===== config.mk =====
export PLATFORM = sky130hd
export DESIGN_NAME = seg7_scan_decoder_flat
export DESIGN_NICKNAME = d
export VERILOG_FILES = /design/src/rtl/seg7_scan_decoder_if.sv /design/src/rtl/seg7_scan_decoder.sv /design/src/flat_wrapper.sv
export SDC_FILE = /design/constraint.sdc
export NUM_CORES = 1
export LEC_CHECK = 0
export ABC_AREA = 0
export CAP_MARGIN = 10
export CORE_MARGIN = 2
export CORE_UTILIZATION = 50
export DETAILED_ROUTE_END_ITERATION = 10
export MAX_ROUTING_LAYER = met4
export PLACE_DENSITY_LB_ADDON = 0.3
export RECOVER_POWER = 100
export SYNTH_ARGS = -nofsm -noshare
export SYNTH_HDL_FRONTEND = slang
export SYNTH_SLANG_ARGS = --single-unit

===== constraint.sdc =====
create_clock -name clk -period 4.7 [get_ports clk]
set_input_delay 0.94 -clock clk [delete_from_list [all_inputs] [get_ports clk]]
set_output_delay 0.94 -clock clk [all_outputs]
set_load 0.01 [all_outputs]

===== src/rtl/seg7_scan_decoder_if.sv =====
// -----------------------------------------------------------------------------
// seg7_scan_decoder_if
//   Bundles the scanned 7-segment input lines and the recovered-frame outputs
//   of seg7_scan_decoder.
//   Signals:
//     seg_in    [7:0]        {A,B,C,D,E,F,G,DP}, bit7 = A, bit0 = DP
//     an_in     [NDIG-1:0]   one-hot digit enables, bit0 = digit 0
//     bcd_out   [4*NDIG-1:0] published digits, digit i at [4i+3:4i]
//     dp_out    [NDIG-1:0]   published decimal points
//     valid                  one-cycle pulse when published outputs change
//     digit_err [NDIG-1:0]   published glyph was not decodable
//     frame_cnt [7:0]        count of published frames, wraps
//   Modports: master = display side / stimulus, slave = decoder.
// -----------------------------------------------------------------------------
interface seg7_scan_decoder_if #(
  parameter int NDIG = 4
);
  logic [7:0]        seg_in;
  logic [NDIG-1:0]   an_in;
  logic [4*NDIG-1:0] bcd_out;
  logic [NDIG-1:0]   dp_out;
  logic              valid;
  logic [NDIG-1:0]   digit_err;
  logic [7:0]        frame_cnt;

  modport master (
    output seg_in, an_in,
    input  bcd_out, dp_out, valid, digit_err, frame_cnt
  );

  modport slave (
    input  seg_in, an_in,
    output bcd_out, dp_out, valid, digit_err, frame_cnt
  );
endinterface


===== src/rtl/seg7_scan_decoder.sv =====
// -----------------------------------------------------------------------------
// seg7_scan_decoder
//   Receives the seg/anode lines of a multiplexed 7-segment display, waits for
//   each digit slot to settle, decodes the glyph to BCD and assembles frames.
//   A frame is published only after STABLE_SCANS consecutive identical frames,
//   and only when it differs from what is currently published.
//   Ports:
//     clk    system clock, rising edge
//     rst_n  synchronous reset, active low
//     bus    seg7_scan_decoder_if.slave (seg_in/an_in in, frame outputs out)
//   Parameters: NDIG (1..8), SETTLE_CYC (>=1), STABLE_SCANS (>=1)
//   Build option: define SEG7_SCAN_ACTIVE_LOW_EN to invert seg_in and an_in
//   right after the synchronizer (common-anode boards).
// -----------------------------------------------------------------------------
module seg7_scan_decoder #(
  parameter int NDIG         = 4,
  parameter int SETTLE_CYC   = 4,
  parameter int STABLE_SCANS = 2
) (
  input logic                clk,
  input logic                rst_n,
  seg7_scan_decoder_if.slave bus
);

  localparam int CW = $clog2(SETTLE_CYC + 1);
  localparam int MW = $clog2(STABLE_SCANS + 1);
  // Frame layout: {bcd[4*NDIG], dp[NDIG], err[NDIG]}
  localparam int FW = 6 * NDIG;
  localparam logic [CW-1:0] SETTLE_MAX  = CW'(SETTLE_CYC);
  localparam logic [CW-1:0] SETTLE_LAST = CW'(SETTLE_CYC - 1);
  localparam logic [MW-1:0] MATCH_MAX   = MW'(STABLE_SCANS);
  localparam logic [FW-1:0] OUT_RST     = {{NDIG{4'hF}}, {(2*NDIG){1'b0}}};

  // Returns {err, bcd}; blank maps to F without error.
  function automatic logic [4:0] decode7(input logic [6:0] s);
    logic [4:0] r;
    case (s)
      7'b1111110: r = 5'h00;
      7'b0110000: r = 5'h01;
      7'b1101101: r = 5'h02;
      7'b1111001: r = 5'h03;
      7'b0110011: r = 5'h04;
      7'b1011011: r = 5'h05;
      7'b1011111: r = 5'h06;
      7'b1110000: r = 5'h07;
      7'b1111111: r = 5'h08;
      7'b1111011: r = 5'h09;
      7'b0000000: r = 5'h0F;
      default:    r = 5'h1E;
    endcase
    return r;
  endfunction

  logic [7:0]      seg_s1_q, seg_s2_q, seg_prev_q, seg_v;
  logic [NDIG-1:0] an_s1_q, an_s2_q, an_prev_q, an_v;

`ifdef SEG7_SCAN_ACTIVE_LOW_EN
  assign seg_v = ~seg_s2_q;
  assign an_v  = ~an_s2_q;
`else
  assign seg_v = seg_s2_q;
  assign an_v  = an_s2_q;
`endif

  logic [CW-1:0]   cnt_q, cnt_d;
  logic            taken_q, taken_d;
  logic [NDIG-1:0] seen_q, seen_d;
  logic [FW-1:0]   cand_q, cand_d, last_q, last_d, out_q, out_d;
  logic            have_last_q, have_last_d;
  logic [MW-1:0]   match_q, match_d;
  logic            pend_q, pend_d;
  logic            valid_q, valid_d;
  logic [7:0]      fcnt_q, fcnt_d;

  logic            chg, an_chg, onehot, sample, frame_end;
  logic [4:0]      dec;

  assign dec = decode7(seg_v[7:1]);

  always_comb begin
    an_chg = (an_v != an_prev_q);
    chg    = an_chg || (seg_v != seg_prev_q);
    onehot = (an_v != '0) && ((an_v & (an_v - NDIG'(1))) == '0);

    // Settle: one sample per anode slot, after SETTLE_CYC clean cycles.
    cnt_d   = cnt_q;
    taken_d = an_chg ? 1'b0 : taken_q;
    sample  = 1'b0;
    if (!onehot || chg) begin
      cnt_d = '0;
    end else if (cnt_q != SETTLE_MAX) begin
      cnt_d  = cnt_q + CW'(1);
      sample = (cnt_q == SETTLE_LAST) && !taken_q;
    end
    if (sample) taken_d = 1'b1;

    // Candidate frame assembly.
    cand_d = cand_q;
    seen_d = seen_q;
    if (sample) begin
      for (int i = 0; i < NDIG; i++) begin
        if (an_v[i]) begin
          cand_d[2*NDIG + 4*i +: 4] = dec[3:0];
          cand_d[NDIG + i]          = seg_v[0];
          cand_d[i]                 = dec[4];
          seen_d[i]                 = 1'b1;
        end
      end
    end
    frame_end = sample && (&seen_d);

    // Stability tracking across consecutive frames.
    last_d      = last_q;
    have_last_d = have_last_q;
    match_d     = match_q;
    pend_d      = 1'b0;
    if (frame_end) begin
      if (have_last_q && (cand_d == last_q))
        match_d = (match_q == MATCH_MAX) ? match_q : match_q + MW'(1);
      else
        match_d = MW'(1);
      last_d      = cand_d;
      have_last_d = 1'b1;
      seen_d      = '0;
      pend_d      = (match_d == MATCH_MAX);
    end

    // Publish the stable frame one cycle later, only if it is new.
    out_d   = out_q;
    valid_d = 1'b0;
    fcnt_d  = fcnt_q;
    if (pend_q && (last_q != out_q)) begin
      out_d   = last_q;
      valid_d = 1'b1;
      fcnt_d  = fcnt_q + 8'd1;
    end
  end

  always_ff @(posedge clk) begin
    seg_s1_q   <= bus.seg_in;
    seg_s2_q   <= seg_s1_q;
    an_s1_q    <= bus.an_in;
    an_s2_q    <= an_s1_q;
    seg_prev_q <= seg_v;
    an_prev_q  <= an_v;
    if (!rst_n) begin
      cnt_q       <= '0;
      taken_q     <= 1'b0;
      seen_q      <= '0;
      cand_q      <= '0;
      last_q      <= '0;
      have_last_q <= 1'b0;
      match_q     <= '0;
      pend_q      <= 1'b0;
      out_q       <= OUT_RST;
      valid_q     <= 1'b0;
      fcnt_q      <= '0;
    end else begin
      cnt_q       <= cnt_d;
      taken_q     <= taken_d;
      seen_q      <= seen_d;
      cand_q      <= cand_d;
      last_q      <= last_d;
      have_last_q <= have_last_d;
      match_q     <= match_d;
      pend_q      <= pend_d;
      out_q       <= out_d;
      valid_q     <= valid_d;
      fcnt_q      <= fcnt_d;
    end
  end

  assign bus.bcd_out   = out_q[FW-1 -: 4*NDIG];
  assign bus.dp_out    = out_q[2*NDIG-1 -: NDIG];
  assign bus.digit_err = out_q[NDIG-1:0];
  assign bus.valid     = valid_q;
  assign bus.frame_cnt = fcnt_q;

endmodule

===== src/flat_wrapper.sv =====
// flat-port wrapper written by rule: the top's interface ports become plain ports
module seg7_scan_decoder_flat 
#(
  parameter int NDIG         = 4,
  parameter int SETTLE_CYC   = 4,
  parameter int STABLE_SCANS = 2
)
  (clk, rst_n, bus_seg_in, bus_an_in, bus_bcd_out, bus_dp_out, bus_valid, bus_digit_err, bus_frame_cnt);
  seg7_scan_decoder_if #(.NDIG(NDIG)) bus_i ();
  input logic clk;
  input logic rst_n;
  input wire logic [$bits(bus_i.seg_in)-1:0] bus_seg_in;
  input wire logic [$bits(bus_i.an_in)-1:0] bus_an_in;
  output wire logic [$bits(bus_i.bcd_out)-1:0] bus_bcd_out;
  output wire logic [$bits(bus_i.dp_out)-1:0] bus_dp_out;
  output wire logic [$bits(bus_i.valid)-1:0] bus_valid;
  output wire logic [$bits(bus_i.digit_err)-1:0] bus_digit_err;
  output wire logic [$bits(bus_i.frame_cnt)-1:0] bus_frame_cnt;
  assign bus_i.seg_in = bus_seg_in;
  assign bus_i.an_in = bus_an_in;
  assign bus_bcd_out = bus_i.bcd_out;
  assign bus_dp_out = bus_i.dp_out;
  assign bus_valid = bus_i.valid;
  assign bus_digit_err = bus_i.digit_err;
  assign bus_frame_cnt = bus_i.frame_cnt;
  seg7_scan_decoder #(.NDIG(NDIG), .SETTLE_CYC(SETTLE_CYC), .STABLE_SCANS(STABLE_SCANS)) u_core (.clk(clk), .rst_n(rst_n), .bus(bus_i));
endmodule

==> summary.md <==
| Metric | Value |
|---|---|
| YS warnings | `0` |
| Drt initial violations | `437` |
| Gr usage total | `25.7%` |
| Syn-to-layout area delta | `19.4%` |
| Reg2Reg Depth | `9` |
| Hold Crit Endpoint | `u_core.seg_s2_q[1]` |
| Slew HR | `-48.8%` |
| Max Cap Viol | `1` |
| Top cells by area, synth | `dfxtp_1 (45%), xor2_1 (5.7%), nor2_1 (5.3%)` |
| Synth Area in XOR/XNOR | `8.27%` |
| Most Used Layer, Global Route | `met2` |
| Gate power share | `2.6%` |
| Mux contribution to synthesized area | `4.97%` |
| Post-synthesis sequential area ratio | `45.2%` |
| Largest fanout on the critical path | `48` |
| Syn nets | `661` |
| Drt first pass iters | `5` |
| Unique cell type count in the Yosys netlist | `72` |
| Hold WC Path Type | `flip-flop to flip-flop` |
| Via density | `5.73` |
| Critical Path RT | `4900 ps` |
| Min-delay src | `u_core.seg_s1_q[1]` |
| Buffers on Ports | `46` |
| Share of the synthesized area in the top cell type | `45.2%` |
| Simple-Gate Fraction of Synth Area | `22.6%` |
| Met2 global-route usage | `39.6%` |
| Clk pwr share | `52.7%` |
| Diodes inserted | `0` |
| Root buf cell | `clkbuf_16` |
| Slew Viols, Final | `49` |
| Setup crit end kind | `flip-flop` |
| FILL cells | `997` |
| Final hold viol count | `0` |
| Clk sink count | `129` |
| Main combinational cell family by area after synthesis | `simple AND/OR/NAND/NOR gates` |
| Row cnt | `39` |
| Pleak | `2.63 nW` |
| Synth async-reset ratio | `0%` |
| R2R Setup Slk | `970 ps` |
| Routed Antenna Nets | `0` |
| Post-synth top cells | `dfxtp_1 (129), nor2_1 (81), nand2_1 (64), a21oi_1 (46), xor2_1 (37)` |
| Die area | `0.0123 mm^2` |
| Cell depth of the worst hold path | `0` |
| Most frequent cell after synthesis | `dfxtp_1` |
| NetSw | `520 uW` |
| Reg power frac | `44.7%` |
| Layout cell share with drive strength beyond 1 | `7.35%` |
| Post-CTS Setup Repair Bufs | `0` |
| WL final | `15100 um` |
| WL/cell | `18.0 um` |
| Peak supply drop | `0.000276 V` |
| First-pass GRT wire length | `24000 um` |
| Gr ovfl total | `0` |
| Total power | `2.53 mW` |
| Final Skew | `7.30 ps` |
| Sw Share | `20.6%` |
| Vias in the first global route | `4495` |
| EDFF count, synth | `0` |
| Fin crit share | `81.7%` |
| Largest net degree at the start of global routing | `49` |
| Met3 GRT Util | `5.80%` |
| M1 GR Usage | `32.7%` |
| CP arrival | `4040 ps` |
| Max clock buf depth | `2` |
| Pwr dens | `370 mW/mm^2` |
| Clock Pin Slew Worst Setup and Hold Paths | `50 ps` |
| Failing checks | `capacitance limit, slew limit` |
| Hold_buf cts | `0` |
| Final setup fails | `0` |
| Status | `finished with violations` |
| Setup crit start kind | `input port` |
| Worst reg2reg startpoint | `u_core.seg_s2_q[6]` |
| Die Wd | `111 um` |
| Initial antenna violation count | `0` |
| Total number of vias | `4799` |
| DRC | `0` |
| CTS Buf Count | `17` |
| FMAX | `260 MHz` |
| Post-Syn Instances | `642` |
| Setup CP Type | `input port to flip-flop` |
| Final setup TNS | `0 ps` |
| Synthesized-area fraction occupied by adder cells | `1.09%` |
| Final Critical Period | `3840 ps` |
| Mean Syn Cell Area | `8.90 um^2` |
| FF+latch count, synth | `129` |
| Worst-Skew Late Latency | `420 ps` |
| H-tree Lvls | `4` |
| Clock tree from TritonCTS | `done` |
| Ys flop type | `dfxtp_1` |
| Worst slew pin tran | `2230 ps` |
| Total Nets Final | `700` |
| Dpl hpwl | `10800 um` |
| Cell type with the largest total area after synthesis | `dfxtp_1` |
| Initial core utilization | `50.7%` |
| Cell area after synthesis | `0.00572 mm^2` |
| Core ar. | `0.0113 mm^2` |
| R2R Path End | `u_core.match_q[0]` |
| Post-cts sizing count | `0` |
| RSZ-0062 raised after global routing | `false` |
| IO Pins | `47` |
| Synth Area in Compound Gates | `13.5%` |
| GPL Wtd Cong | `0.947` |
| Chip height | `111 um` |
| Internal power | `2.01 mW` |
cells in the final DEF (no fill, tap or decap), types with 5 or more instances in the layout:
master,instances
dfxtp_1,129
nor2_1,81
nand2_1,64
a21oi_1,46
dlygate4sd3_1,45
xor2_1,37
o21ai_0,25
mux2i_1,25
inv_1,24
nand3_1,19
xnor2_1,17
clkbuf_16,17
nor4_1,13
and2_0,10
nand4_1,9
nor3_1,8
nor4b_1,6
nand2b_1,6
nor2b_1,6
o211ai_1,6
ha_1,5
clkbuf_1,5
power by group through the flow:
stage	registers, mW	logic (mW)	clock network [mW]
after global routing	1.13	0.0721	1.40
after global placement	1.15	0.0687	0
after floorplan	1.14	0.0561	0
after CTS	1.13	0.0689	1.35
after detailed placement	1.15	0.0688	0
final	1.13	0.0663	1.33
per-stage QoR:
step	util, %	std cells	setup slack, ps	instance area, um^2	hold slack (ps)
after floorplan	-	642	2010	5720	310
after global placement	55.5	805	1340	6250	310
after detailed placement	55.5	805	1230	6250	314
after CTS	60.9	837	1220	6860	325
after global routing	60.6	837	536	6830	328
final	60.6	837	861	6830	324
registers in the layout, indices dropped and copies added, names as in the netlist:
| name | cells |
|---|---|
| u_core.cand_q | 24 |
| u_core.last_q | 24 |
| u_core.out_q | 24 |
| u_core.bus.frame_cnt | 8 |
| u_core.seg_prev_q | 8 |
| u_core.seg_s1_q | 8 |
| u_core.seg_s2_q | 8 |
| u_core.an_prev_q | 4 |
| u_core.an_s1_q | 4 |
| u_core.an_s2_q | 4 |
| u_core.seen_q | 4 |
| u_core.cnt_q | 3 |
| u_core.match_q | 2 |
| u_core.bus.valid | 1 |
| u_core.have_last_q | 1 |
| u_core.pend_q | 1 |
| u_core.taken_q | 1 |
metal layers:
layer | share of wire, % | wire length [um]
met5 | 0 | 0
met4 | 2.7 | 404
met3 | 6.5 | 981
met2 | 46 | 6930
met1 | 45 | 6740
logic make-up (layout without fill, tap and decap cells):
kind of cell | after synthesis | after routing
DFF | 129 | 129
muxes | 28 | 28
buffers and inverters | 56 | 108
and+or+nand+nor | 251 | 251
xor gates and xnor gates | 54 | 54
AOI/OAI and AO/OA | 119 | 119
adders and majority gates | 5 | 5
critical path, stage by stage:
cell and delay, ps:
clkdlybuf4s50_1 390, clkbuf_2 450, inv_1 410, clkbuf_1 1630
nor2_1 180
area by class of cell:
cell class | instances | area [um^2] | share of cell area [%]
tap | 143 | 179 | 2.62
clock buffer | 22 | 474 | 6.95
timing repair buffer | 52 | 492 | 7.20
inverter | 24 | 90.1 | 1.32
multi-input combinational | 457 | 2880 | 42.1
clock inverter | 10 | 133 | 1.94
sequential | 129 | 2580 | 37.8
worst max-delay path by stage:
stage | startpoint | endpoint | cells after the start
2_1_floorplan | u_core.cnt_q[0] | u_core.match_q[0] | 13
3_3_place_gp | u_core.cnt_q[0] | u_core.match_q[0] | 11
3_5_place_dp | u_core.cnt_q[0] | u_core.match_q[0] | 11
4_1_cts | u_core.cnt_q[0] | u_core.match_q[0] | 11
5_1_grt | rst_n | u_core.cand_q[6] | 5
6_report | rst_n | u_core.cand_q[6] | 5
No activity file was read; power rests on OpenSTA's default activity.
